===== src/rtl/pipe_ctrl.sv =====
// -----------------------------------------------------------------------------
// pipe_ctrl
//
// Pipeline control unit for the three-stage RV32 core (IF / ID / EX).
// Arbitrates EX jump requests, EX multi-cycle busy, ID load-use hazards and the
// debug halt request. It drives hold/flush controls to pc_reg, if_id and id_ex,
// runs a RUN -> DRAIN -> HALTED state machine, a sticky busy watchdog and a
// stall performance counter.
//
// Parameters
//   BUSY_TIMEOUT   consecutive ex_busy_i cycles before busy_timeout_o sets
//                  (1 .. 65535)
//
// Ports
//   clk             in   core clock, rising edge
//   rst             in   synchronous active-high reset
//   jump_en_i       in   EX requests a PC redirect this cycle
//   jump_addr_i     in   redirect target [31:0]
//   ex_busy_i       in   EX is executing a multi-cycle op
//   load_use_i      in   ID instruction depends on the load in EX
//   halt_req_i      in   debug halt request, level-sensitive
//   jump_en_o       out  pc_reg loads jump_addr_o (overrides hold_pc_o)
//   jump_addr_o     out  redirect target, 0 when jump_en_o is low
//   hold_pc_o       out  pc_reg keeps its value
//   hold_if_id_o    out  if_id keeps its contents
//   hold_id_ex_o    out  id_ex keeps its contents
//   flush_if_id_o   out  if_id loads a NOP (wins over hold)
//   flush_id_ex_o   out  id_ex loads a NOP with reg_wen=0 (wins over hold)
//   halted_o        out  halted and drained (registered)
//   busy_timeout_o  out  sticky watchdog flag (registered)
//   stall_cnt_o     out  stall cycles counted in RUN (registered)
// -----------------------------------------------------------------------------
module pipe_ctrl #(
  parameter int BUSY_TIMEOUT = 64
) (
  input  logic        clk,
  input  logic        rst,
  input  logic        jump_en_i,
  input  logic [31:0] jump_addr_i,
  input  logic        ex_busy_i,
  input  logic        load_use_i,
  input  logic        halt_req_i,
  output logic        jump_en_o,
  output logic [31:0] jump_addr_o,
  output logic        hold_pc_o,
  output logic        hold_if_id_o,
  output logic        hold_id_ex_o,
  output logic        flush_if_id_o,
  output logic        flush_id_ex_o,
  output logic        halted_o,
  output logic        busy_timeout_o,
  output logic [31:0] stall_cnt_o
);

  typedef enum logic [1:0] {
    ST_RUN    = 2'd0,
    ST_DRAIN  = 2'd1,
    ST_HALTED = 2'd2
  } state_e;

  localparam logic [15:0] BUSY_LIMIT = 16'(BUSY_TIMEOUT);

  state_e      state_q;
  state_e      state_d;
  logic        halted_q;
  logic        halted_d;
  logic [15:0] busy_cnt_q;
  logic [15:0] busy_cnt_d;
  logic        busy_timeout_q;
  logic        busy_timeout_d;
  logic [31:0] stall_cnt_q;
  logic [31:0] stall_cnt_d;

  // State register of the halt/drain machine.
  always_ff @(posedge clk) begin
    if (rst) begin
      state_q <= ST_RUN;
    end else begin
      state_q <= state_d;
    end
  end

  // Next-state logic of the halt/drain machine.
  always_comb begin
    state_d = state_q;
    case (state_q)
      ST_RUN: begin
        if (halt_req_i && jump_en_i) begin
          // The jump already flushes both stages, so nothing is left to drain.
          state_d = ST_HALTED;
        end else if (halt_req_i) begin
          state_d = ST_DRAIN;
        end else begin
          state_d = ST_RUN;
        end
      end
      ST_DRAIN: begin
        // halt_req_i is not looked at here: a started drain always completes.
        if (jump_en_i) begin
          state_d = ST_HALTED;
        end else if (ex_busy_i) begin
          state_d = ST_DRAIN;
        end else begin
          state_d = ST_HALTED;
        end
      end
      ST_HALTED: begin
        if (halt_req_i) begin
          state_d = ST_HALTED;
        end else begin
          state_d = ST_RUN;
        end
      end
      default: begin
        state_d = ST_RUN;
      end
    endcase
  end

  // Hold/flush/jump controls, combinational from state and inputs.
  always_comb begin
    jump_en_o     = 1'b0;
    jump_addr_o   = 32'h0000_0000;
    hold_pc_o     = 1'b0;
    hold_if_id_o  = 1'b0;
    hold_id_ex_o  = 1'b0;
    flush_if_id_o = 1'b0;
    flush_id_ex_o = 1'b0;
    if (rst) begin
      jump_en_o = 1'b0;
    end else begin
      case (state_q)
        ST_RUN: begin
          if (jump_en_i) begin
            jump_en_o     = 1'b1;
            jump_addr_o   = jump_addr_i;
            flush_if_id_o = 1'b1;
            flush_id_ex_o = 1'b1;
          end else if (ex_busy_i) begin
            hold_pc_o    = 1'b1;
            hold_if_id_o = 1'b1;
            hold_id_ex_o = 1'b1;
          end else if (load_use_i) begin
            // Freeze the front end and insert one bubble into EX.
            hold_pc_o     = 1'b1;
            hold_if_id_o  = 1'b1;
            flush_id_ex_o = 1'b1;
          end else begin
            jump_en_o = 1'b0;
          end
        end
        ST_DRAIN: begin
          if (jump_en_i) begin
            jump_en_o     = 1'b1;
            jump_addr_o   = jump_addr_i;
            flush_if_id_o = 1'b1;
            flush_id_ex_o = 1'b1;
          end else if (ex_busy_i) begin
            hold_pc_o    = 1'b1;
            hold_if_id_o = 1'b1;
            hold_id_ex_o = 1'b1;
          end else begin
            // id_ex retires through EX; if_id is kept for the resume.
            hold_pc_o     = 1'b1;
            hold_if_id_o  = 1'b1;
            flush_id_ex_o = 1'b1;
          end
        end
        ST_HALTED: begin
          hold_pc_o     = 1'b1;
          hold_if_id_o  = 1'b1;
          flush_id_ex_o = 1'b1;
        end
        default: begin
          jump_en_o = 1'b0;
        end
      endcase
    end
  end

  // Next values of the watchdog, stall counter and halted flag.
  always_comb begin
    busy_cnt_d     = 16'd0;
    busy_timeout_d = busy_timeout_q;
    stall_cnt_d    = stall_cnt_q;
    halted_d       = (state_d == ST_HALTED);
    if (ex_busy_i) begin
      if (busy_cnt_q == BUSY_LIMIT) begin
        busy_cnt_d = busy_cnt_q;
      end else begin
        busy_cnt_d = busy_cnt_q + 16'd1;
      end
    end else begin
      busy_cnt_d = 16'd0;
    end
    // BUSY_LIMIT is at least 1, so a cleared counter never matches it.
    if (busy_cnt_d == BUSY_LIMIT) begin
      busy_timeout_d = 1'b1;
    end else begin
      busy_timeout_d = busy_timeout_q;
    end
    // Only stalls seen while running count; drain/halt holds do not.
    if ((state_q == ST_RUN) && hold_pc_o) begin
      stall_cnt_d = stall_cnt_q + 32'd1;
    end else begin
      stall_cnt_d = stall_cnt_q;
    end
  end

  // Watchdog, stall counter and halted flag registers.
  always_ff @(posedge clk) begin
    if (rst) begin
      halted_q       <= 1'b0;
      busy_cnt_q     <= 16'd0;
      busy_timeout_q <= 1'b0;
      stall_cnt_q    <= 32'd0;
    end else begin
      halted_q       <= halted_d;
      busy_cnt_q     <= busy_cnt_d;
      busy_timeout_q <= busy_timeout_d;
      stall_cnt_q    <= stall_cnt_d;
    end
  end

  assign halted_o       = halted_q;
  assign busy_timeout_o = busy_timeout_q;
  assign stall_cnt_o    = stall_cnt_q;

endmodule


===== config.mk =====
export PLATFORM = sky130hd
export DESIGN_NAME = pipe_ctrl
export DESIGN_NICKNAME = d
export VERILOG_FILES = /design/src/rtl/pipe_ctrl.sv
export SDC_FILE = /design/constraint.sdc
export NUM_CORES = 1
export LEC_CHECK = 0
export BUFFER_PORTS_ARGS = -buffer_cell sky130_fd_sc_hd__buf_2
export CAP_MARGIN = 20
export CORE_ASPECT_RATIO = 1.4
export CORE_MARGIN = 2
export CORE_UTILIZATION = 23
export DETAILED_ROUTE_END_ITERATION = 8
export PLACE_DENSITY = 0.55
export SYNTH_ARGS = -nofsm -noshare
export SYNTH_HDL_FRONTEND = slang
export SYNTH_SLANG_ARGS = --single-unit

===== constraint.sdc =====
create_clock -name clk -period 2.4 [get_ports clk]
set_input_delay 0.12 -clock clk [delete_from_list [all_inputs] [get_ports clk]]
set_output_delay 0.12 -clock clk [all_outputs]
set_load 0.005 [all_outputs]

==> results.py, run 1 <==
metrics = {
    "status": {
        "run_status": "finished, final reports clean",
    },
    "hold_path": {
        "hold_path.class": "in -> reg",
        "holdCritStartpoint": "halt_req_i",
    },
    "worst_setup_path": {
        "path_delay_family": "compound AO/OA/AOI/OAI gates",
        "worst_path_max_delay_cell": "dfxtp_1",
        "worst_path_cell_trace": "ha_1 > and3_1 > xnor2_1 > a31oi_1 > o31a_1 > o31ai_1",
        "setup.worst_path.class": "reg -> reg",
        "worstPathMaxFanout": 7,
        "worst_path_largest_cell_delay_ns": 0.46,
        "required_ns": 2.59,
        "cp-end-kind": "flop",
        "path_buf_inv": 0,
        "critical_path.startpoint_type": "flop",
        "arrival_ns": 2.29,
        "r2r-start": "busy_cnt_q[0]$_SDFF_PP0_",
        "critical_path.startpoint": "busy_cnt_q[0]$_SDFF_PP0_",
    },
    "pwr": {
        "cellLeakagePower_nw": 1.643,
        "vdd_drop_max_mv": 0.2317,
        "cellPowerDensity_nw_per_um2": 496.5,
    },
    "floorplanning": {
        "fp-row-count": 49,
        "core_area_sq_um": 12690,
        "top_level_ports": 110,
        "die_width_microns": 99.86,
        "chipHeight_microns": 138.2,
        "die_area_sq_um": 13800,
        "start_util_pct": 23.32,
    },
    "placement": {
        "placement.cell_area_sq_um": 3625,
        "placed_cells_incl_taps": 611,
        "dp_hpwl_microns": 6103,
        "finalWeightedCongestion": 0.8018,
        "port_buffers": 109,
        "placement.setup.worst_slack_ns": 0.1708,
    },
    "detailed_routing": {
        "drc": 0,
        "postRouteWirelength_microns": 7897,
        "drt-initial-drc-count": 121,
        "detail-route-antenna-nets": 0,
        "drt_first_pass_iters": 5,
        "avgRoutedWirePerCell_microns": 12.74,
        "dr_total_vias": 2867,
        "vias_per_cell": 4.624,
    },
    "yosys": {
        "synth_top_cells_by_area": "dfxtp_1 35%, and2_1 7.4%, nor2_1 5.8%",
        "synth_top_family_by_area": "simple AND/OR/NAND/NOR gates",
        "yosys.area_share.adder_pct": 1.268,
        "postSynthNetCount": 410,
        "synth_edf_count": 0,
        "postSynth.asyncResetShare_pct": 0,
        "yosys_warnings": 0,
        "yosys.area.top_type_share_pct": 35.18,
        "netlist.top_cell.by_area": "dfxtp_1",
        "yosys_most_used_dff": "dfxtp_1",
        "synth_simple_gate_area_share_pct": 36.96,
        "synth_area_sq_um": 2959,
        "syn-instance-count": 369,
        "synth_compound_gate_area_share_pct": 9.006,
        "synthDistinctLibCells": 48,
        "synth.yosys.seq_area_share_pct": 35.18,
        "synth-seq-cells": 52,
        "synth_xor_xnor_area_share_pct": 8.879,
        "synthesis.area_per_instance_sq_um": 8.019,
        "portion_of_netlist_area_occupied_by_mux_cells_pct": 3.594,
    },
    "timing": {
        "final.setup.worst_slack_ns": 0.3052,
        "highest_clock_rate_mhz": 477.4,
        "slew_headroom_pct": 64.35,
        "final.period_utilization_pct": 87.28,
        "worst_setup_skew_after_layout_ns": 0.003651,
        "tightest_slew_ns": 0.5324,
        "setup-tns-final_ns": 0,
        "hold_viol": 0,
        "timing.final.crit_period_ns": 2.095,
        "finalMaxSlewViolations": 0,
        "grt_setup_unrepaired": "false",
        "finalSetupViolations": 0,
    },
    "run": {
        "timing.max_cap.violations": 0,
    },
    "clocking": {
        "clock_tree.buffer_depth": 2,
        "post_cts_resized": 0,
        "worst_setup_hold_path_clk_slew_ns": 0.07,
        "cts_root_buf": "clkbuf_16",
        "cts_num_sinks": 52,
        "cts_htree_levels": 2,
        "tritoncts": "built",
        "worstSkewPairLatency_ns": 0.29,
        "number_of_buffers_inserted_during_clock_tree_synthesis": 5,
    },
    "cells_and_area": {
        "drive_gt1_share_pct": 28.69,
        "layout-area-overhead-vs-synth_pct": 28.92,
        "ant_diodes": 0,
        "post_layout_net_count": 507,
        "final_core_utilization_pct": 30.06,
        "fin_area_sq_um": 3815,
        "fin_cells": 620,
    },
    "grt": {
        "grt_pass1_vias": 2742,
        "global_route_wire_length_before_repair_microns": 13100,
        "grt_antenna_before_repair": 0,
        "gr_usage_total_pct": 11.58,
        "maximum_number_of_pins_on_one_net_before_global_route_repair": 42,
        "grt-ovfl-total": 0,
    },
}
-- worst reg2reg max path, stage by stage, from the launching register on --
cell and delay [ns]:
dfxtp_1 0.46, ha_1 0.36, and3_1 0.34, xnor2_1 0.15, a31oi_1 0.10, o31a_1 0.33, o31ai_1 0.26
-- through the flow --
stage	hold WS, ns	total power [mW]
finish	0.1173	1.894
global route	0.1435	1.979
CTS	0.1052	1.924
detailed placement	0.4111	1.050
global placement	0.4118	1.047
floorplan	0.2639	0.9740
-- power breakdown --
group          leakage (nW)  internal [mW]  switching, mW
registers             0.420          0.869        0.00891
clock network        0.0901          0.549          0.316
logic                  1.13         0.0732         0.0780
total                  1.64           1.49          0.403
-- registers in the layout, summed over array words and instances, names as in the netlist --
name and flops:
stall_cnt_o 32, busy_cnt_q 16, state_q 2, busy_timeout_o 1, halted_o 1
-- path summary, 6_finish.rpt --
check / slack (ns) / cells after the start / to
worst max-delay path: 0.31 / 6 / busy_timeout_o$_SDFFE_PP0N_
worst min-delay path: 0.12 / 3 / state_q[0]$_SDFF_PP0_
worst max register to register: 0.31 / 6 / busy_timeout_o$_SDFFE_PP0N_
worst min register to register: 0.49 / 2 / stall_cnt_o[31]$_SDFFE_PP0P_
-- layer usage --
layer / GRT usage, % / share of wire [%]
met1: 13.57 / 42
met2: 20.55 / 51
met3: 2.427 / 4.6
met4: 4.110 / 1.7
met5: 0 / 0
-- cells by family after synthesis --
kind of cell	after synthesis
AO/OA/AOI/OAI	43
XOR/XNOR	30
adder cells (fa/ha/maj)	3
buffers and inverters	34
flip-flops	52
multiplexers	10
AND/OR/NAND/NOR	197
-- cell type report --
type,instances,area (sq um)
Fill cell,1342,8876
Multi-Input combinational cell,283,1772
Sequential cell,52,1041
Timing Repair Buffer,116,598.1
Tap cell,153,191.4
Clock buffer,7,152.6
Clock inverter,1,30.03
Inverter,8,30.03
-- what timing repair did --
action | CTS | global route
buffers inserted | 0 | 1
setup endpoints to repair | 0 | 2
hold buffers | 0 | 0
-- cell usage after synthesis (all sizes together), types with 3 or more instances --
library cell	count
ha	3
buf	7
nand4	20
mux2	5
xnor2	11
nor3	13
nand3	12
a21oi	15
or3	10
nor2b	4
inv	8
and3	12
clkbuf	19
mux2i	5
and4	7
o21ai	11
xor2	19
dfxtp	52
nor4	5
nand2b	7
nand2	21
nor2	46
and2	35
-- layout by cell type (no fill, tap or decap), types with 11 or more instances in the layout --
cell type	synthesis	final
xor2_1	19	19
nand2_1	21	21
o21ai_0	11	11
buf_2	1	109
nand4_1	20	20
a21oi_1	15	15
nor2_1	46	46
dfxtp_1	52	52
and3_1	12	12
nand3_1	12	12
xnor2_1	11	11
and2_1	35	35
Power figures use the tool's default switching activity.
==> run 2: changes to the inputs <==
- CORE_UTILIZATION: 23 -> 50
- PLACE_DENSITY: 0.55 -> 0.93
==> results.py, run 2 (synthesized netlist as in run 1, its figures left out) <==
metrics = {
    "clocking": {
        "worst_setup_hold_path_clk_slew_ns": 0.10,
        "cts_root_buf": "clkbuf_8",
        "worstSkewPairLatency_ns": 0.31,
        "tritoncts": "built",
        "number_of_buffers_inserted_during_clock_tree_synthesis": 5,
        "postCtsSetupRepairBufs": 0,
        "clock_tree.buffer_depth": 2,
        "cts.hold.buffers_added": 0,
        "cts_htree_levels": 2,
        "cts_num_sinks": 52,
        "post_cts_resized": 0,
    },
    "cells_and_area": {
        "most-common-layout-cells": "109 x buf_2, 52 x dfxtp_1, 46 x nor2_1",
        "post_layout_net_count": 506,
        "fin_area_sq_um": 3642,
        "ant_diodes": 0,
        "layout.cells.most_common": "buf_2",
        "number_of_flip_flops_under_the_largest_register_name": 32,
        "final_core_utilization_pct": 63.01,
        "fin_cells": 536,
        "layout-area-overhead-vs-synth_pct": 23.09,
        "drive_gt1_share_pct": 28.54,
    },
    "worst_setup_path": {
        "required_ns": 2.65,
        "critical_path.startpoint_type": "flop",
        "path_buf_inv": 1,
        "worst_path_cell_trace": "or3_1 > nor4_2 > nand4_1 > buf_4 > or4_1 > a21oi_1",
        "worst_r2r_endpoint": "stall_cnt_o[31]$_SDFFE_PP0P_",
        "r2r_setup_slack_ns": 0.26,
        "ff2ff_path_depth": 6,
        "arrival_ns": 2.39,
        "worst_path_max_delay_cell": "or3_1",
        "cp-end-kind": "flop",
        "r2r-start": "state_q[1]$_SDFF_PP0_",
        "path_delay_family": "simple AND/OR/NAND/NOR gates",
        "worstPathMaxFanout": 12,
        "worst_path_largest_cell_delay_ns": 0.49,
        "setup.worst_path.class": "reg -> reg",
    },
    "run": {
        "timing.max_cap.violations": 0,
    },
    "floorplanning": {
        "top_level_ports": 110,
        "die_width_microns": 69.02,
        "start_util_pct": 51.19,
        "chipHeight_microns": 95.03,
        "core_area_sq_um": 5781,
        "fp-row-count": 33,
        "die_area_sq_um": 6558,
    },
    "pwr": {
        "cellLeakagePower_nw": 1.609,
        "cellPowerDensity_nw_per_um2": 455.9,
        "vdd_drop_max_mv": 0.2250,
    },
    "placement": {
        "dp_hpwl_microns": 5608,
        "port_buffers": 109,
        "placement.cell_area_sq_um": 3513,
        "finalWeightedCongestion": 0.8661,
        "placed_cells_incl_taps": 527,
        "placement.setup.worst_slack_ns": 0.1434,
    },
    "timing": {
        "highest_clock_rate_mhz": 466.9,
        "tightest_slew_ns": 0.5470,
        "final.setup.worst_slack_ns": 0.2581,
        "hold_viol": 0,
        "grt_setup_unrepaired": "false",
        "worst_setup_skew_after_layout_ns": 0.009894,
        "timing.final.crit_period_ns": 2.142,
        "final.period_utilization_pct": 89.25,
        "finalSetupViolations": 0,
        "finalMaxSlewViolations": 0,
        "setup-tns-final_ns": 0,
        "slew_headroom_pct": 63.40,
    },
    "hold_path": {
        "hold_path.class": "in -> reg",
        "whs_path_depth": 3,
        "holdPathEnd": "state_q[0]$_SDFF_PP0_",
        "holdCritStartpoint": "halt_req_i",
    },
    "detailed_routing": {
        "drt-initial-drc-count": 248,
        "postRouteWirelength_microns": 7411,
        "avgRoutedWirePerCell_microns": 13.83,
        "dr_total_vias": 2925,
        "detail-route-antenna-nets": 0,
        "drc": 0,
        "vias_per_cell": 5.457,
        "drt_first_pass_iters": 4,
    },
    "grt": {
        "grt_antenna_before_repair": 0,
        "grt_pass1_vias": 2548,
        "maximum_number_of_pins_on_one_net_before_global_route_repair": 42,
        "gr_usage_total_pct": 21.84,
        "global_route_wire_length_before_repair_microns": 11820,
        "grt-ovfl-total": 0,
    },
    "status": {
        "run_status": "finished, final reports clean",
    },
}
-- run 2: cell count changes in the layout (fill, tap and decap cells not counted) --
| cell | before | now |
|---|---|---|
| buf_4 | 7 | 6 |
| clkinv_4 | 0 | 1 |
| clkbuf_8 | 2 | 6 |
| clkbuf_16 | 5 | 0 |
-- run 2: power breakdown --
part	switching [mW]	internal [mW]	total, mW	leakage [nW]
logic	0.0774	0.0724	0.150	1.13
registers	0.00899	0.869	0.878	0.420
clock network	0.292	0.341	0.633	0.0614
total	0.378	1.28	1.66	1.61
-- run 2: worst max path at each step --
stage / startpoint / slack (ns) / depth (start not counted) / endpoint
final: state_q[1]$_SDFF_PP0_ / 0.26 / 6 / stall_cnt_o[31]$_SDFFE_PP0P_
after global routing: state_q[1]$_SDFF_PP0_ / 0.05 / 5 / stall_cnt_o[24]$_SDFFE_PP0P_
after CTS: state_q[1]$_SDFF_PP0_ / 0.13 / 5 / stall_cnt_o[31]$_SDFFE_PP0P_
after detailed placement: state_q[1]$_SDFF_PP0_ / 0.14 / 5 / stall_cnt_o[31]$_SDFFE_PP0P_
after global placement: state_q[1]$_SDFF_PP0_ / 0.26 / 5 / stall_cnt_o[31]$_SDFFE_PP0P_
after floorplan: state_q[1]$_SDFF_PP0_ / 0.40 / 6 / stall_cnt_o[24]$_SDFFE_PP0P_
-- run 2: metrics by stage --
stage,hold slack (ns),power (mW)
after floorplan,0.2639,0.9740
after global placement,0.3982,1.041
after detailed placement,0.4084,1.046
after CTS,0.08627,1.675
after global routing,0.1174,1.727
final,0.1056,1.660
-- run 2: final cells by class --
type	count	area (sq um)
Clock buffer	6	82.58
Clock inverter	2	38.79
Fill cell	504	2138
Inverter	8	30.03
Multi-Input combinational cell	283	1772
Sequential cell	52	1041
Tap cell	70	87.58
Timing Repair Buffer	115	590.6
-- run 2: layer usage --
layer,track usage [%],routed length (microns),up-vias
li1,-,-,1466
met1,26.25,3163,1341
met2,38.22,3686,101
met3,3.171,363,17
met4,10.78,199,0
met5,0,0,-
-- run 2: tightest hold or removal path: cells and delay by family --
kind          cells  cell delay [ns]
buf+inv           1             0.11
mux               1             0.07
simple gates      1             0.08
==> run 3: changes to the inputs <==
- CAP_MARGIN: 20 -> 15
- CORE_UTILIZATION: 50 -> 45
- PLACE_DENSITY: 0.93 -> 0.89
- SLEW_MARGIN: unset -> 20
- clock period: 2.4 -> 1.77 ns (I/O delays scaled with it)
==> results.py, run 3 (synthesized netlist as in run 1, its figures left out) <==
metrics = {
    "status": {
        "run_status": "finished with violations",
        "failed_checks": "setup timing",
    },
    "placement": {
        "placed_cells_incl_taps": 575,
        "dp_hpwl_microns": 6311,
        "port_buffers": 109,
        "finalWeightedCongestion": 0.9452,
    },
    "grt": {
        "global_route_wire_length_before_repair_microns": 14470,
        "grt_pass1_vias": 3144,
        "grt-ovfl-total": 0,
        "maximum_number_of_pins_on_one_net_before_global_route_repair": 42,
        "grt_antenna_before_repair": 0,
        "gr_usage_total_pct": 24.89,
    },
    "clocking": {
        "tritoncts": "built",
        "worstSkewPairLatency_ns": 0.32,
        "worst_setup_hold_path_clk_slew_ns": 0.10,
        "cts_num_sinks": 52,
        "number_of_buffers_inserted_during_clock_tree_synthesis": 5,
        "cts_htree_levels": 2,
        "cts_root_buf": "clkbuf_8",
        "clock_tree.buffer_depth": 2,
    },
    "detailed_routing": {
        "drt_first_pass_iters": 4,
        "vias_per_cell": 5.483,
        "postRouteWirelength_microns": 9167,
        "drt-initial-drc-count": 216,
        "detail-route-antenna-nets": 0,
        "dr_total_vias": 3224,
        "drc": 0,
        "avgRoutedWirePerCell_microns": 15.59,
    },
    "timing": {
        "timing.final.crit_period_ns": 1.890,
        "final.setup.worst_slack_ns": -0.1199,
        "final.period_utilization_pct": 106.8,
        "worst_setup_skew_after_layout_ns": 0.01444,
        "hold_viol": 0,
        "finalSetupViolations": 9,
        "grt_setup_unrepaired": "true",
        "slew_headroom_pct": 71.88,
        "finalMaxSlewViolations": 0,
        "tightest_slew_ns": 0.4219,
        "highest_clock_rate_mhz": 529.1,
    },
    "hold_path": {
        "hold_path.class": "in -> reg",
        "whs_path_depth": 3,
    },
    "cells_and_area": {
        "ant_diodes": 0,
        "fin_cells": 588,
        "post_layout_net_count": 554,
        "layout.cells.most_common": "buf_2",
        "drive_gt1_share_pct": 43.19,
        "layout-area-overhead-vs-synth_pct": 42.03,
        "most-common-layout-cells": "109 x buf_2, 50 x buf_4, 46 x nor2_1",
        "number_of_flip_flops_under_the_largest_register_name": 32,
    },
    "pwr": {
        "power.net_switching_mw": 0.5429,
        "cellLeakagePower_nw": 1.912,
        "vdd_drop_max_mv": 0.5438,
        "sw_frac_of_total_pct": 23.92,
        "pwr-share-comb_pct": 11.4,
        "cellPowerDensity_nw_per_um2": 539.9,
        "power.sequential.fraction_pct": 52.3,
        "power_frac_clock_pct": 36.3,
        "pint_mw": 1.726,
        "finalPower_mw": 2.269,
    },
    "worst_setup_path": {
        "worst_path_max_delay_cell": "or4b_4",
        "ff2ff_path_depth": 5,
        "setup.worst_path.class": "reg -> reg",
        "worst_path_cell_trace": "or3_4 > buf_4 > or4b_4 > o21ai_0 > a21oi_1",
        "critical_path.startpoint_type": "flop",
        "cp-end-kind": "flop",
        "arrival_ns": 2.07,
        "required_ns": 1.95,
        "worstPathMaxFanout": 6,
        "worst_path_largest_cell_delay_ns": 0.52,
    },
    "floorplanning": {
        "chipHeight_microns": 99.95,
        "core_area_sq_um": 6481,
        "fp-row-count": 35,
        "die_width_microns": 72.54,
        "die_area_sq_um": 7250,
        "start_util_pct": 45.66,
        "top_level_ports": 110,
    },
    "run": {
        "timing.max_cap.violations": 0,
    },
}
[run 3: changes by cell type in the layout (fill, tap and decap cells not counted), sizes merged]
cell / previous run / this run
buf: 115 / 162
or4b: 1 / 2
[run 3: timing repair]
item                                    CTS  global route
cloned                                    1             0
hold buffers                              0             0
resized for setup                        17            37
endpoints found under the setup margin   17            58
setup buffers                             6             2
pin swaps                                 7             7
[run 3: final timing paths]
path                               start                      endpoint  slack (ns)
min                           halt_req_i         state_q[0]$_SDFF_PP0_        0.11
max reg2reg        state_q[1]$_SDFF_PP0_  stall_cnt_o[14]$_SDFFE_PP0P_       -0.12
max                state_q[1]$_SDFF_PP0_  stall_cnt_o[14]$_SDFFE_PP0P_       -0.12
min reg2reg  busy_timeout_o$_SDFFE_PP0N_   busy_timeout_o$_SDFFE_PP0N_        0.47
[run 3: metrics by stage]
stage                     util [%]  hold WS (ns)  worst slack, ns  setup TNS, ns  cell area [sq um]
final                        64.85        0.1134          -0.1199        -0.7546               4203
after global routing         64.85       0.09769          -0.1802         -1.670               4203
after CTS                    63.11       0.07568         -0.06238        -0.2248               4090
after detailed placement     59.63        0.3586          -0.2098         -2.013               3865
after global placement       59.63        0.3434          -0.1741         -1.150               3865
after floorplan                  -        0.2324          -0.1635         -1.144               2978
[run 3: per-layer routing]
| metal | track usage, % | vias up | routed length [microns] |
|---|---|---|---|
| met1 | 28.16 | 1527 | 3609 |
| met5 | 0 | - | 0 |
| met3 | 5.723 | 32 | 443 |
| met4 | 13.11 | 0 | 327 |
| met2 | 42.73 | 99 | 4786 |
| li1 | - | 1566 | - |
[run 3: cell type report]
class | count | area (sq um)
repair buffers | 162 | 954.7
multi-input cells | 284 | 1952
inverters | 8 | 35.03
clock inverters | 2 | 35.03
well taps | 74 | 92.59
flip-flops and latches | 52 | 1061
clock buffers | 6 | 72.57
fillers | 505 | 2278
[run 3: worst max-delay path: cells and delay by family, from the launching register on]
family | cells | cell delay (ns)
AOI/OAI and AO/OA | 2 | 0.34
buffers and inverters | 1 | 0.15
DFF | 1 | 0.34
and+or+nand+nor | 2 | 0.91
[run 3: power by group through the flow]
stage                     clock network, mW  registers, mW  logic (mW)
after CTS                             0.816           1.18       0.240
after global routing                  0.860           1.19       0.279
final                                 0.824           1.19       0.258
after detailed placement                  0           1.21       0.229
after global placement                    0           1.21       0.222
after floorplan                           0           1.22       0.106
